==> src/rtl/sprite_move_sequencer_pkg.sv <==
// Shared sprite constants, direction encodings and the reset-position table.
// Also used by the position-update function, so both sides agree on indices and reset positions.
package sprite_move_sequencer_pkg;

  localparam int NUM_SPRITES = 5;
  localparam int X_W         = 11;
  localparam int Y_W         = 10;
  localparam int DIR_W       = 4;
  localparam int IDX_W       = 3;

  localparam logic [IDX_W-1:0] PACMAN = 3'd0;
  localparam logic [IDX_W-1:0] BLINKY = 3'd1;
  localparam logic [IDX_W-1:0] PINKY  = 3'd2;
  localparam logic [IDX_W-1:0] INKY   = 3'd3;
  localparam logic [IDX_W-1:0] CLYDE  = 3'd4;

  localparam logic [DIR_W-1:0] DIR_NONE  = 4'b0000;
  localparam logic [DIR_W-1:0] DIR_RIGHT = 4'b0001;
  localparam logic [DIR_W-1:0] DIR_UP    = 4'b0010;
  localparam logic [DIR_W-1:0] DIR_DOWN  = 4'b0100;
  localparam logic [DIR_W-1:0] DIR_LEFT  = 4'b1000;

  typedef enum logic [1:0] {IDLE, WAIT, COMMIT, DONE} state_e;

  function automatic logic [X_W-1:0] rst_x(input logic [IDX_W-1:0] k);
    case (k)
      PACMAN:  return 11'd967;
      BLINKY:  return 11'd663;
      PINKY:   return 11'd615;
      INKY:    return 11'd503;
      default: return 11'd615;
    endcase
  endfunction

  function automatic logic [Y_W-1:0] rst_y(input logic [IDX_W-1:0] k);
    case (k)
      PACMAN:  return 10'd66;
      BLINKY:  return 10'd434;
      PINKY:   return 10'd258;
      INKY:    return 10'd66;
      default: return 10'd370;
    endcase
  endfunction

  // Anything other than a single set bit means "stand still".
  function automatic logic [DIR_W-1:0] dir_sanitize(input logic [DIR_W-1:0] d);
    case (d)
      DIR_RIGHT, DIR_UP, DIR_DOWN, DIR_LEFT: return d;
      default:                               return DIR_NONE;
    endcase
  endfunction

endpackage

==> src/rtl/sprite_move_sequencer_if.sv <==
// Request/response bundle between the sequencer and the position-update function.
// Master presents the request; slave returns the new position UPD_LATENCY cycles later.
interface sprite_move_sequencer_if;
  import sprite_move_sequencer_pkg::*;

  logic [X_W-1:0]   upd_pos_x;
  logic [Y_W-1:0]   upd_pos_y;
  logic [DIR_W-1:0] upd_dir;
  logic [IDX_W-1:0] upd_sprite;
  logic             upd_rst;
  logic [X_W-1:0]   upd_new_x;
  logic [Y_W-1:0]   upd_new_y;

  modport master (
    output upd_pos_x, upd_pos_y, upd_dir, upd_sprite, upd_rst,
    input  upd_new_x, upd_new_y
  );

  modport slave (
    input  upd_pos_x, upd_pos_y, upd_dir, upd_sprite, upd_rst,
    output upd_new_x, upd_new_y
  );
endinterface

==> src/rtl/sprite_move_sequencer_pos_regfile.sv <==
// sprite_pos_regfile: 5-entry x/y store, resets to the start table, one write port, flattened read-out.
// Write lands on the clock edge; reads are combinational. No backpressure.
module sprite_pos_regfile
  import sprite_move_sequencer_pkg::*;
(
  input  logic                     clk_i,
  input  logic                     rst_ni,
  input  logic                     we_i,
  input  logic [IDX_W-1:0]         waddr_i,
  input  logic [X_W-1:0]           wx_i,
  input  logic [Y_W-1:0]           wy_i,
  output logic [NUM_SPRITES*X_W-1:0] pos_x_o,
  output logic [NUM_SPRITES*Y_W-1:0] pos_y_o
);

  logic [X_W-1:0] x_q [NUM_SPRITES];
  logic [Y_W-1:0] y_q [NUM_SPRITES];

  always_ff @(posedge clk_i or negedge rst_ni) begin
    if (!rst_ni) begin
      for (int k = 0; k < NUM_SPRITES; k++) begin
        x_q[k] <= rst_x(IDX_W'(k));
        y_q[k] <= rst_y(IDX_W'(k));
      end
    end else begin
      for (int k = 0; k < NUM_SPRITES; k++) begin
        if (we_i && (waddr_i == IDX_W'(k))) begin
          x_q[k] <= wx_i;
          y_q[k] <= wy_i;
        end
      end
    end
  end

  for (genvar k = 0; k < NUM_SPRITES; k++) begin : g_out
    assign pos_x_o[X_W*k +: X_W] = x_q[k];
    assign pos_y_o[Y_W*k +: Y_W] = y_q[k];
  end

endmodule

==> src/rtl/sprite_move_sequencer.sv <==
// Per tick, walks Pacman..Clyde through the position-update function and commits results; (UPD_LATENCY+1) cycles per sprite.
// Ticks arriving mid-pass are dropped. Optional SPRITE_COLLIDE_EN adds a registered Pacman/ghost overlap flag.
module sprite_move_sequencer
  import sprite_move_sequencer_pkg::*;
#(
  parameter int UPD_LATENCY = 1
) (
  input  logic                       clk_i,
  input  logic                       rst_ni,
  input  logic                       tick_i,
  input  logic                       restart_i,
  input  logic [NUM_SPRITES*DIR_W-1:0] dir_in_i,
  sprite_move_sequencer_if.master    upd,
  output logic [NUM_SPRITES*X_W-1:0] pos_x_o,
  output logic [NUM_SPRITES*Y_W-1:0] pos_y_o,
  output logic                       busy_o,
  output logic                       done_o
`ifdef SPRITE_COLLIDE_EN
  ,
  output logic                       collide_o
`endif
);

  localparam logic [1:0] CNT_LOAD = 2'(UPD_LATENCY - 1);

  state_e                     state_q, state_d;
  logic [IDX_W-1:0]           idx_q, idx_d;
  logic [1:0]                 cnt_q, cnt_d;
  logic [NUM_SPRITES*DIR_W-1:0] dir_q, dir_d;
  logic                       restart_q, restart_d;
  logic                       we;
  logic                       in_req;

  always_ff @(posedge clk_i or negedge rst_ni) begin
    if (!rst_ni) begin
      state_q   <= IDLE;
      idx_q     <= PACMAN;
      cnt_q     <= '0;
      dir_q     <= '0;
      restart_q <= 1'b0;
    end else begin
      state_q   <= state_d;
      idx_q     <= idx_d;
      cnt_q     <= cnt_d;
      dir_q     <= dir_d;
      restart_q <= restart_d;
    end
  end

  always_comb begin
    state_d   = state_q;
    idx_d     = idx_q;
    cnt_d     = cnt_q;
    dir_d     = dir_q;
    restart_d = restart_q;
    we        = 1'b0;
    case (state_q)
      IDLE: begin
        if (tick_i) begin
          dir_d     = dir_in_i;
          restart_d = restart_i;
          idx_d     = PACMAN;
          cnt_d     = CNT_LOAD;
          state_d   = WAIT;
        end
      end
      WAIT: begin
        if (cnt_q == 2'd0) state_d = COMMIT;
        else               cnt_d   = cnt_q - 2'd1;
      end
      COMMIT: begin
        we = 1'b1;
        if (idx_q == CLYDE) begin
          // Park the index on slot 0 so idle request outputs show Pacman.
          idx_d   = PACMAN;
          state_d = DONE;
        end else begin
          idx_d   = idx_q + 3'd1;
          cnt_d   = CNT_LOAD;
          state_d = WAIT;
        end
      end
      DONE:    state_d = IDLE;
      default: state_d = IDLE;
    endcase
  end

  sprite_pos_regfile u_regfile (
    .clk_i   (clk_i),
    .rst_ni  (rst_ni),
    .we_i    (we),
    .waddr_i (idx_q),
    .wx_i    (upd.upd_new_x),
    .wy_i    (upd.upd_new_y),
    .pos_x_o (pos_x_o),
    .pos_y_o (pos_y_o)
  );

  assign in_req         = (state_q == WAIT) || (state_q == COMMIT);
  assign upd.upd_pos_x  = pos_x_o[X_W*int'(idx_q) +: X_W];
  assign upd.upd_pos_y  = pos_y_o[Y_W*int'(idx_q) +: Y_W];
  assign upd.upd_sprite = idx_q;
  assign upd.upd_dir    = in_req ? dir_sanitize(dir_q[DIR_W*int'(idx_q) +: DIR_W]) : DIR_NONE;
  assign upd.upd_rst    = restart_q && (state_q != IDLE);
  assign busy_o         = (state_q != IDLE);
  assign done_o         = (state_q == DONE);

`ifdef SPRITE_COLLIDE_EN
  logic collide_q;
  logic hit;

  always_comb begin
    hit = 1'b0;
    for (int k = 1; k < NUM_SPRITES; k++) begin
      if ((pos_x_o[X_W*k +: X_W] == pos_x_o[X_W-1:0]) &&
          (pos_y_o[Y_W*k +: Y_W] == pos_y_o[Y_W-1:0])) hit = 1'b1;
    end
  end

  always_ff @(posedge clk_i or negedge rst_ni) begin
    if (!rst_ni)               collide_q <= 1'b0;
    else if (state_q == DONE)  collide_q <= hit;
  end

  assign collide_o = collide_q;
`endif

endmodule

==> src/flat_wrapper.sv <==
// flat-port wrapper written by rule: the top's interface ports become plain ports
module sprite_move_sequencer_flat import sprite_move_sequencer_pkg::*;
#(
  parameter int UPD_LATENCY = 1
)
  (clk_i, rst_ni, tick_i, restart_i, dir_in_i, pos_x_o, pos_y_o, busy_o, done_o, upd_upd_pos_x, upd_upd_pos_y, upd_upd_dir, upd_upd_sprite, upd_upd_rst, upd_upd_new_x, upd_upd_new_y);
  sprite_move_sequencer_if upd_i ();
  input  logic clk_i;
  input  logic rst_ni;
  input  logic tick_i;
  input  logic restart_i;
  input  logic [NUM_SPRITES*DIR_W-1:0] dir_in_i;
  output logic [NUM_SPRITES*X_W-1:0] pos_x_o;
  output logic [NUM_SPRITES*Y_W-1:0] pos_y_o;
  output logic busy_o;
  output logic done_o;
  output wire logic [$bits(upd_i.upd_pos_x)-1:0] upd_upd_pos_x;
  output wire logic [$bits(upd_i.upd_pos_y)-1:0] upd_upd_pos_y;
  output wire logic [$bits(upd_i.upd_dir)-1:0] upd_upd_dir;
  output wire logic [$bits(upd_i.upd_sprite)-1:0] upd_upd_sprite;
  output wire logic [$bits(upd_i.upd_rst)-1:0] upd_upd_rst;
  input wire logic [$bits(upd_i.upd_new_x)-1:0] upd_upd_new_x;
  input wire logic [$bits(upd_i.upd_new_y)-1:0] upd_upd_new_y;
  assign upd_upd_pos_x = upd_i.upd_pos_x;
  assign upd_upd_pos_y = upd_i.upd_pos_y;
  assign upd_upd_dir = upd_i.upd_dir;
  assign upd_upd_sprite = upd_i.upd_sprite;
  assign upd_upd_rst = upd_i.upd_rst;
  assign upd_i.upd_new_x = upd_upd_new_x;
  assign upd_i.upd_new_y = upd_upd_new_y;
  sprite_move_sequencer #(.UPD_LATENCY(UPD_LATENCY)) u_core (.clk_i(clk_i), .rst_ni(rst_ni), .tick_i(tick_i), .restart_i(restart_i), .dir_in_i(dir_in_i), .upd(upd_i), .pos_x_o(pos_x_o), .pos_y_o(pos_y_o), .busy_o(busy_o), .done_o(done_o));
endmodule
==> config.mk <==
export PLATFORM = sky130hd
export DESIGN_NAME = sprite_move_sequencer_flat
export DESIGN_NICKNAME = d
export VERILOG_FILES = /design/src/rtl/sprite_move_sequencer_pkg.sv /design/src/rtl/sprite_move_sequencer_if.sv /design/src/rtl/sprite_move_sequencer_pos_regfile.sv /design/src/rtl/sprite_move_sequencer.sv /design/src/flat_wrapper.sv
export SDC_FILE = /design/constraint.sdc
export NUM_CORES = 1
export LEC_CHECK = 0
export CORE_MARGIN = 1
export CORE_UTILIZATION = 48
export CTS_CLUSTER_SIZE = 25
export DETAILED_ROUTE_END_ITERATION = 8
export PLACE_DENSITY = 0.83
export SYNTH_ARGS = -nofsm -noshare
export SYNTH_HDL_FRONTEND = slang
export SYNTH_SLANG_ARGS = --single-unit
==> constraint.sdc <==
create_clock -name clk_i -period 2.3 [get_ports clk_i]
set_input_delay 0.345 -clock clk_i [delete_from_list [all_inputs] [get_ports clk_i]]
set_output_delay 0.345 -clock clk_i [all_outputs]
set_load 0.02 [all_outputs]
After elaboration in Yosys (flattened, before gate mapping)
Cells that the tools add are included.

cells by class
  add/sub/neg operators = 2
  multiply operators = 2
  equal/unequal tests = 15
  shift-type cells = 3
  multiplexer cells = 14
  reductions and logical operators = 18

operators by type and width
  cell                   count
  $shiftx A55 B32 Y11    1
  $shiftx A50 B32 Y10    1
  $shiftx A20 B6 Y4      1
  $mux W2                6
  $mux W4                2
  $pmux W2 S4            1
  $mul A4 B3 Y7 const A  1
  $eq A3 B2 Y1 const B   2
  $logic_and A1 B1 Y1    6
  $mul A3 B3 Y6 const A  1
  $mux W3                2
  $ne A2 B2 Y1 const B   3
  $pmux W2 S3            1
  $pmux W3 S2            1
  $reduce_and A2 Y1      3
  $eq A2 B2 Y1 const B   2
  $eq A4 B1 Y1 const B   1
  $eq A4 B2 Y1 const B   1
  $eq A4 B3 Y1 const B   1
  $eq A4 B4 Y1 const B   1
  $logic_not A2 Y1       2
  $reduce_and A4 Y1      1
  $reduce_bool A2 Y1     2
  $reduce_or A4 Y1       1
  10 further kinds       10

word-level totals
  register bits after elaboration = 133
  output and inout port bits = 136
  logic and storage cells = 69

Depth between registers and ports, before layout
Gate-level depths: netlist (run 1).

  depth in word-level cells = 5
  depth in mapped cells = 8
  mapped depth without buffers = 6

By module
A second synthesis (run 1) with hierarchy kept.

second synthesis, totals
  cell total of the unflattened synthesis = 465
  area, all modules = 6304.8 um^2

by module, submodules not included
  module                 times used  cells an instance  area each (um^2)  seq. area each (um^2)
  sprite_pos_regfile     1           225                4033.9            2688.8
  sprite_move_sequencer  1           240                2270.9            700.7

Least setup slack after synthesis (run 1)
No wires, ideal clock.

  kind = register to output
  start = register u_core.idx_q[0], in the netlist u_core.upd.upd_sprite[0]
  end = output port upd_upd_dir[0]
  arrival time = 2.147 ns
  slack = -0.192 ns
  stages on the path, launching flop included = 7
  buffers on the path = 2
  path through = dfrtp_1 > buf_6 > buf_6 > mux2_4 > a22oi_1 > o31ai_2 > nor4b_1

between the ends
  cells in the longest elaborated chain, start to end = 5

ends and longest elaborated chain
  what                                        RTL line                         text
  start: declaration                          sprite_move_sequencer.sv:27      logic [IDX_W-1:0] idx_q, idx_d;
  start signal: assignment                    sprite_move_sequencer.sv:43      idx_q <= idx_d;
  $shiftx A20 B6 Y4 *                         sprite_move_sequencer.sv:103     assign upd.upd_dir = in_req ? dir_sanitize(dir_q[DIR_W*int'(idx_q) +: DIR_W]) : DIR_NONE;
  $eq A4 B1 Y1, or another cell as far along  sprite_move_sequencer_pkg.sv:47  case (d)
  $reduce_or A4 Y1                            sprite_move_sequencer_pkg.sv:47
  $mux W4 *                                   sprite_move_sequencer_pkg.sv:47
  $mux W4 *                                   sprite_move_sequencer.sv:103
  end: declaration                            flat_wrapper.sv:19               output wire logic [$bits(upd_i.upd_dir)-1:0] upd_upd_dir;

Every way passes the cells marked *; elsewhere a longest branch is shown, timed or not.

Worst setup path after layout (run 1)
  start = register u_core.idx_q[0], in the netlist u_core.upd.upd_sprite[0]
  end = output port upd_upd_dir[3]

Same word-level chain as after synthesis.

==> Flow_metrics.wiki, run 1 <==
{| class="wikitable"
! Metric !! Value
|-
| Type of element launching the critical path || flop
|-
| Vias per cell || 5.49
|-
| Largest net degree at the start of global routing || 48
|-
| Most used cells in the layout excluding fill and tap cells || sky130_fd_sc_hd__clkdlybuf4s50_1 (153), sky130_fd_sc_hd__mux2_1 (103), sky130_fd_sc_hd__dfrtp_1 (82)
|-
| Number of slew-limit violations in the final report || 0
|-
| Number of buffers between clock root and the deepest sink || 2
|-
| Run status || finished, violations left
|-
| Sequential share of the synthesized area || 55.0%
|-
| Compound-cell area share of the yosys netlist || 5.16%
|-
| Detailed Place HPWL || 11400 um
|-
| Flops & latches, synth || 133
|-
| Gr usage total || 26.3%
|-
| Xor and xnor fraction of the mapped netlist area || 0%
|-
| Worst hold-check slack || 0.476 ns
|-
| Number of placed I/O pins || 181
|-
| Sum of overflow across all layers after global routing || 0
|-
| Worst-Margin Slew || 0.624 ns
|-
| Share of post-route cells with drive strength above 1 || 33.4%
|-
| Weighted congestion at the end of routability-driven global placement || 0.794
|-
| Required time of the worst setup path || 1.96 ns
|-
| Clock Latency Late Sink || 0.42 ns
|-
| Worst setup slack after layout || -0.240 ns
|-
| Portion of total power attributed to the clock network || 18.0%
|-
| Clock slew seen by the registers of the worst setup and hold paths || 0.06 ns
|-
| Leak || 3.81 nW
|-
| Buffers & Inverters on Critical Path || 2
|-
| Library cell with the largest summed area after synthesis || sky130_fd_sc_hd__dfrtp_1
|-
| Cells after DPL || 761
|-
| Post-route clock skew || 0.0138 ns
|-
| Total of warnings raised by yosys || 0
|-
| Die ar. || 13300 um^2
|-
| Cell row count || 41
|-
| Initial antenna violation count || 0
|-
| Iteration-0 DRC Markers || 172
|-
| Area share of the leading cell type in the synthesized netlist || 34.1%
|-
| Max incr delay on CP || 0.45 ns
|-
| Power dissipated by switching net loads || 6.11 mW
|-
| Total count of hold-check failures in the final report || 0
|-
| Layout Area Growth over Synthesis || 47.4%
|-
| Post-synthesis share of cell area spent on full adders, half adders and majority gates || 2.03%
|-
| Met1 Usage GRT || 30.3%
|-
| Worst hold-check path type || primary input to asynchronous set/reset pin
|-
| Violated checks || negative setup slack
|-
| # DRC || 0
|-
| Buffer type at the clock tree root || sky130_fd_sc_hd__clkbuf_16
|-
| CTS tree || built
|-
| Largest family of logic cells by synthesized area || multiplexers
|-
| Die Width || 115 um
|-
| Number of optimization iterations in the first detailed-route pass || 4
|-
| Mapped Nets || 456
|-
| Max-Slew Margin vs Limit || 58.4%
|-
| Net total in the final layout || 677
|-
| GR Util met3 || 5.75%
|-
| Portion of total power attributed to combinational logic || 52.0%
|-
| Max Cap Violations || 0
|-
| Power density over the cells || 1790 nW/um^2
|-
| Final core utilization || 72.2%
|-
| M2 GR Usage || 46.3%
|-
| Port-buffer cells || 180
|-
| # setup viols final || 23
|-
| VDD IR-drop max || 1.07 mV
|-
| Multiplexer area fraction after synthesis || 32.3%
|-
| Capturing element type of the critical path || output pin
|-
| Final Instance Count excl. Fillers || 807
|-
| Placed Area || 8330 um^2
|-
| Arrival time at the worst endpoint || 2.20 ns
|-
| Flop pwr share || 30.0%
|-
| Synth top area cells || sky130_fd_sc_hd__dfrtp_1 (34%), sky130_fd_sc_hd__dfstp_2 (21%), sky130_fd_sc_hd__mux2_1 (19%)
|-
| Number of clock sinks seen by CTS || 133
|-
| Syn Std Cell Area || 6160 um^2
|-
| Via count || 4429
|-
| Period utilization || 110%
|-
| Avg Cell Area, Syn || 15.4 um^2
|-
| Minimum clock period || 2.54 ns
|-
| CTS H-tree depth || 4
|-
| Most common cell after layout, fill and taps aside || sky130_fd_sc_hd__clkdlybuf4s50_1
|-
| Die outline height || 115 um
|-
| CP top delay family || flip-flops
|-
| Total wirelength of the detailed-routed design || 16600 um
|-
| Placeable core region || 12600 um^2
|-
| Cell with the most instances on the worst path || sky130_fd_sc_hd__buf_4
|-
| Remaining antenna violation count || 0
|-
| Sw Ratio || 37.7%
|-
| Critical setup path kind || flop to output pin
|-
| Design area || 9080 um^2
|-
| Internal power contribution || 10.1 mW
|-
| Wire per inst || 20.6 um
|-
| Number of global-route vias before repair || 4807
|-
| Max stage delay cell, worst path || sky130_fd_sc_hd__dfrtp_2
|-
| Number of buffers inserted during clock tree synthesis || 17
|-
| Wire length of the first global-routing pass || 25400 um
|-
| Peak Freq || 394 MHz
|-
| Yosys cell types || 36
|-
| Most used routing layer in global routing || met2
|-
| Maximum fanout along the worst path || 6
|-
| Starting Density || 49.0%
|-
| RSZ-0062 raised after global routing || true
|-
| Gate count after technology mapping || 401
|-
| Simple-Gate Fraction of Synth Area || 2.82%
|-
| Critical Path, Cell by Cell || buf_4, mux2_1, a221o_1, nor4b_2, buf_4
|-
| Diodes inserted || 0
|-
| PnR Total Power || 16.2 mW
|}
[logic make-up (layout without fill, tap and decap cells)]
logic type | Yosys count | in the layout
mux | 154 | 154
compound gates | 39 | 39
flops | 133 | 133
fa+ha+maj | 10 | 10
simple gates | 30 | 30
buf+inv | 35 | 269
[repair_timing]
action                                  CTS  global route
gates cloned                              0             1
hold endpoints to repair                 24             0
hold buffers                              1             0
buffers inserted                          8             4
resized for setup                       118            10
pin swaps                                 2             2
endpoints found under the setup margin   26            24
[layout make-up]
cell class,instances,area [um^2]
Clock buffer,21,470
Clock inverter,11,173
Fill cell,849,3490
Inverter,11,41.3
Multi-Input combinational cell,233,2640
Sequential cell,133,3390
Tap cell,172,215
Timing Repair Buffer,226,2150
[power groups by stage]
stage / combinational, mW / clock, mW / sequential [mW]
after global placement: 8.23 / 0 / 4.80
after detailed placement: 8.42 / 0 / 4.88
after CTS: 8.34 / 2.96 / 4.87
after global routing: 8.90 / 3.07 / 5.02
final: 8.44 / 2.92 / 4.87
after floorplan: 3.52 / 0 / 5.84
[worst register-to-register path, cell delays in order (launching register included)]
cell and delay, ns:
sky130_fd_sc_hd__dfrtp_2 0.45, sky130_fd_sc_hd__buf_4 0.17, sky130_fd_sc_hd__clkbuf_16 0.18, sky130_fd_sc_hd__buf_4 0.15
sky130_fd_sc_hd__ha_1 0.19, sky130_fd_sc_hd__ha_1 0.17, sky130_fd_sc_hd__nand2_1 0.08, sky130_fd_sc_hd__buf_4 0.25
sky130_fd_sc_hd__mux2_1 0.36
[through the flow]
| stage | setup WS [ns] | TNS (ns) |
|---|---|---|
| 6_report | -0.240 | -2.00 |
| 5_1_grt | -0.332 | -3.53 |
| 4_1_cts | -0.290 | -1.75 |
| 3_5_place_dp | -0.344 | -4.83 |
| 3_3_place_gp | -0.224 | -3.90 |
| 2_1_floorplan | -0.192 | -0.754 |
[routing by layer]
metal | share of wire, % | up-vias
li1 | - | 1942
met1 | 40 | 2283
met2 | 53 | 171
met3 | 5.0 | 33
met4 | 2.6 | 0
met5 | 0 | -
[final timing paths]
check | start | end | slack [ns] | cells after the start
worst min-delay path | rst_ni | u_core.u_regfile.pos_x_o[19] | 0.48 | 2
max in group asynchronous | rst_ni | u_core.u_regfile.pos_y_o[36] | 1.06 | 3
min in group clk_i | u_core.dir_q[12] | u_core.dir_q[12] | 0.51 | 1
worst min register to register | u_core.dir_q[12] | u_core.dir_q[12] | 0.51 | 1
worst max-delay path | u_core.upd.upd_sprite[0] | upd_upd_dir[3] | -0.24 | 5
worst max register to register | u_core.upd.upd_sprite[0] | u_core.u_regfile.pos_x_o[42] | 0.19 | 8
[flip-flops by register name, indices dropped and copies added, names as in the netlist]
signal / cells
u_core.u_regfile.pos_x_o: 55
u_core.u_regfile.pos_y_o: 50
u_core.dir_q: 20
u_core.upd.upd_sprite: 3
u_core.cnt_q: 2
u_core.state_q: 2
u_core.restart_q: 1
[synth_stat cells]
| cell | number |
|---|---|
| sky130_fd_sc_hd__o31ai_2 | 1 |
| sky130_fd_sc_hd__o21ai_0 | 3 |
| sky130_fd_sc_hd__ha_1 | 10 |
| sky130_fd_sc_hd__o32a_1 | 1 |
| sky130_fd_sc_hd__a21boi_0 | 1 |
| sky130_fd_sc_hd__o22ai_1 | 1 |
| sky130_fd_sc_hd__a221o_1 | 1 |
| sky130_fd_sc_hd__nand2_1 | 12 |
| sky130_fd_sc_hd__nor4b_1 | 4 |
| sky130_fd_sc_hd__buf_2 | 11 |
| sky130_fd_sc_hd__a21oi_1 | 3 |
| sky130_fd_sc_hd__dfstp_2 | 49 |
| sky130_fd_sc_hd__inv_1 | 11 |
| sky130_fd_sc_hd__mux2i_1 | 2 |
| sky130_fd_sc_hd__nor2_1 | 1 |
| sky130_fd_sc_hd__a31oi_1 | 1 |
| sky130_fd_sc_hd__nand2b_1 | 2 |
| sky130_fd_sc_hd__nand3b_1 | 1 |
| sky130_fd_sc_hd__mux2_4 | 2 |
| sky130_fd_sc_hd__or2_2 | 1 |
| sky130_fd_sc_hd__nor3_1 | 1 |
| sky130_fd_sc_hd__mux2_1 | 103 |
| sky130_fd_sc_hd__buf_6 | 3 |
| sky130_fd_sc_hd__o21ai_1 | 1 |
| sky130_fd_sc_hd__mux4_2 | 22 |
| sky130_fd_sc_hd__nand3_1 | 3 |
| sky130_fd_sc_hd__nor3b_4 | 1 |
| sky130_fd_sc_hd__a22oi_2 | 1 |
| sky130_fd_sc_hd__o2111ai_1 | 1 |
| sky130_fd_sc_hd__dfrtp_1 | 84 |
| sky130_fd_sc_hd__a22oi_1 | 1 |
| sky130_fd_sc_hd__nor2b_1 | 4 |
| sky130_fd_sc_hd__clkbuf_1 | 8 |
| sky130_fd_sc_hd__a22o_1 | 23 |
| sky130_fd_sc_hd__mux2_2 | 25 |
| sky130_fd_sc_hd__buf_1 | 2 |
Power figures use the tool's default switching activity.
==> inputs of run 2 (changes only) <==
--- a/config.mk
+++ b/config.mk
@@ -9,6 +9,7 @@
 export CORE_UTILIZATION = 48
 export CTS_CLUSTER_SIZE = 25
 export DETAILED_ROUTE_END_ITERATION = 8
+export MAX_ROUTING_LAYER = met4
 export PLACE_DENSITY = 0.83
 export SYNTH_ARGS = -nofsm -noshare
 export SYNTH_HDL_FRONTEND = slang
==> constraint.sdc (replaced) <==
create_clock -name clk_i -period 2.7 [get_ports clk_i]
set_input_delay 0.405 -clock clk_i [delete_from_list [all_inputs] [get_ports clk_i]]
set_output_delay 0.405 -clock clk_i [all_outputs]
set_load 0.02 [all_outputs]
==> run 2 against run 1 <==
  * The flow now finishes without violations
  * Via count shrank 1.9%
  * Wire length shrank 2.8%
  * Sequential share of layout area grew 0.65 points
  * Clock power shrank 24%
  * Worst setup slack gained 0.28 ns
  * First-iteration DRC count shrank 17%
  * Total power shrank 17%
  * Global-route usage grew 0.99 points
  * Sequential power shrank 14%
  * Largest cell class unchanged
  * Largest power group unchanged
==> Flow_metrics.wiki, run 2 (same netlist as run 1, synthesis figures left out) <==
{| class="wikitable"
! Metric !! Value
|-
| Run status || complete, no violations (was finished, violations left)
|-
| Weighted congestion at the end of routability-driven global placement || 0.819 (was 0.794)
|-
| CTS tree || built (unchanged)
|-
| Post-route clock skew || 0.00989 ns (was 0.0138 ns)
|-
| Net total in the final layout || 663 (was 677)
|-
| Wire length of the first global-routing pass || 26100 um (was 25400 um)
|-
| Die ar. || 13300 um^2 (unchanged)
|-
| Placeable core region || 12600 um^2 (unchanged)
|-
| Initial antenna violation count || 0 (unchanged)
|-
| Number of slew-limit violations in the final report || 0 (unchanged)
|-
| Critical setup path kind || flop to output pin (unchanged)
|-
| Number of buffers between clock root and the deepest sink || 2 (unchanged)
|-
| Layout Area Growth over Synthesis || 44.8% (was 47.4%)
|-
| VDD IR-drop max || 0.992 mV (was 1.07 mV)
|-
| # DRC || 0 (unchanged)
|-
| Largest net degree at the start of global routing || 49 (was 48)
|-
| Detailed Place HPWL || 11300 um (was 11400 um)
|-
| Peak Freq || 375 MHz
|-
| Max stage delay cell, worst path || sky130_fd_sc_hd__mux4_2 (was sky130_fd_sc_hd__dfrtp_2)
|-
| Die outline height || 115 um (unchanged)
|-
| Buffer type at the clock tree root || sky130_fd_sc_hd__clkbuf_16 (unchanged)
|-
| Gr usage total || 27.3% (was 26.3%)
|-
| Final Instance Count excl. Fillers || 793 (was 807)
|-
| Wire per inst || 20.4 um (was 20.6 um)
|-
| Most used cells in the layout excluding fill and tap cells || sky130_fd_sc_hd__clkdlybuf4s50_1 (154), sky130_fd_sc_hd__mux2_1 (103), sky130_fd_sc_hd__dfrtp_1 (82) (was sky130_fd_sc_hd__clkdlybuf4s50_1 (153), sky130_fd_sc_hd__mux2_1 (103), sky130_fd_sc_hd__dfrtp_1 (82))
|-
| Total count of hold-check failures in the final report || 0 (unchanged)
|-
| Buffers & Inverters on Critical Path || 2 (unchanged)
|-
| Post-place setup slack || -0.0454 ns (was -0.344 ns)
|-
| Capturing element type of the critical path || output pin (unchanged)
|-
| Critical Path, Cell by Cell || buf_4, mux4_2, a22o_1, nor4b_2, buf_4 (was buf_4, mux2_1, a221o_1, nor4b_2, buf_4)
|-
| Worst hold-check path type || primary input to asynchronous set/reset pin (unchanged)
|-
| Leak || 3.72 nW (was 3.81 nW)
|-
| Maximum fanout along the worst path || 6 (unchanged)
|-
| Required time of the worst setup path || 2.30 ns (was 1.96 ns)
|-
| Port-buffer cells || 180 (unchanged)
|-
| Most common cell after layout, fill and taps aside || sky130_fd_sc_hd__clkdlybuf4s50_1 (unchanged)
|-
| Sum of overflow across all layers after global routing || 0 (unchanged)
|-
| Max-Slew Margin vs Limit || 63.1% (was 58.4%)
|-
| Power density over the cells || 1500 nW/um^2 (was 1790 nW/um^2)
|-
| Diodes inserted || 0 (unchanged)
|-
| Number of buffers inserted during clock tree synthesis || 17 (unchanged)
|-
| Number of global-route vias before repair || 4757 (was 4807)
|-
| Cell row count || 41 (unchanged)
|-
| RSZ-0062 raised after global routing || true (unchanged)
|-
| Total wirelength of the detailed-routed design || 16200 um (was 16600 um)
|-
| CP top delay family || multiplexers (was flip-flops)
|-
| Via count || 4347 (was 4429)
|-
| Remaining antenna violation count || 0 (unchanged)
|-
| Minimum clock period || 2.66 ns
|-
| Iteration-0 DRC Markers || 143 (was 172)
|-
| Arrival time at the worst endpoint || 2.26 ns (was 2.20 ns)
|-
| Worst-Margin Slew || 0.552 ns (was 0.624 ns)
|-
| Share of post-route cells with drive strength above 1 || 27.1% (was 33.4%)
|-
| Max incr delay on CP || 0.48 ns (was 0.45 ns)
|-
| Period utilization || 98.6%
|-
| Cell with the most instances on the worst path || sky130_fd_sc_hd__buf_4 (unchanged)
|-
| Die Width || 115 um (unchanged)
|-
| Worst setup slack after layout || 0.0366 ns (was -0.240 ns)
|-
| Largest register FFs || 55 (unchanged)
|-
| Setup slack on the worst flop-to-flop path || 0.42 ns (was 0.19 ns)
|-
| Type of element launching the critical path || flop (unchanged)
|-
| Number of clock sinks seen by CTS || 133 (unchanged)
|-
| Clock slew seen by the registers of the worst setup and hold paths || 0.06 ns (about the same)
|-
| Starting Density || 49.0% (unchanged)
|-
| Max Cap Violations || 0 (unchanged)
|-
| Vias per cell || 5.48 (was 5.49)
|-
| Clock Latency Late Sink || 0.41 ns (was 0.42 ns)
|-
| # setup viols final || 0 (was 23)
|-
| Number of optimization iterations in the first detailed-route pass || 4 (unchanged)
|-
| CTS H-tree depth || 4 (unchanged)
|-
| Number of placed I/O pins || 181 (unchanged)
|-
| Cells after DPL || 750 (was 761)
|}
==> run 2: cell type report <==
| class | instances | area (um^2) |
|---|---|---|
| fill | 868 | 3640 |
| sequential | 133 | 3390 |
| multi-input combinational | 233 | 2620 |
| timing repair buffer | 212 | 2080 |
| clock buffer | 29 | 532 |
| tap | 172 | 215 |
| clock inverter | 3 | 42.5 |
| inverter | 11 | 41.3 |
==> run 2: timing repair <==
item | 4_1_cts | 5_1_grt
setup endpoints to repair | 25 | 10
hold endpoints to repair | 12 | 0
resized for setup | 45 | 8
setup buffers | 7 | 3
hold buffers | 1 | 0
pin swaps | 1 | 3
==> run 2: stage by stage <==
| step | area (um^2) | TNS, ns | power [mW] | utilization (%) | hold WS (ns) |
|---|---|---|---|---|---|
| CTS | 8880 | -0.176 | 13.4 | 70.7 | 0.495 |
| global route | 8920 | -0.0499 | 14.1 | 71.0 | 0.522 |
| global placement | 8260 | 0 | 11.0 | 65.7 | 0.357 |
| detailed placement | 8260 | -0.0454 | 11.3 | 65.7 | 0.369 |
| finish | 8920 | 0 | 13.4 | 71.0 | 0.487 |
| floorplan | 6160 | 0 | 7.97 | - | 0.109 |
==> run 2: power breakdown <==
| group | total (mW) | switching (mW) | internal (mW) |
|---|---|---|---|
| combinational | 6.99 | 3.39 | 3.60 |
| sequential | 4.19 | 0.880 | 3.31 |
| clock | 2.21 | 0.791 | 1.42 |
| total | 13.4 | 5.06 | 8.33 |
==> run 2: layer usage <==
metal	wire [um]	GRT usage [%]	share of wire, %
met1	6630	32.4	41
met2	8470	45.7	52
met3	617	5.01	3.8
met4	456	11.7	2.8
met5	0	-	0
==> run 2: worst paths after layout <==
kind / startpoint / to / cells past startpoint
max in group asynchronous: rst_ni / u_core.u_regfile.pos_x_o[24] / 3
hold reg to reg: u_core.dir_q[11] / u_core.dir_q[11] / 1
setup / recovery: u_core.upd.upd_sprite[0] / upd_upd_dir[1] / 5
hold / removal: rst_ni / u_core.u_regfile.pos_x_o[30] / 2
min in group clk_i: u_core.dir_q[11] / u_core.dir_q[11] / 1
setup reg to reg: u_core.upd.upd_sprite[0] / u_core.u_regfile.pos_y_o[49] / 7
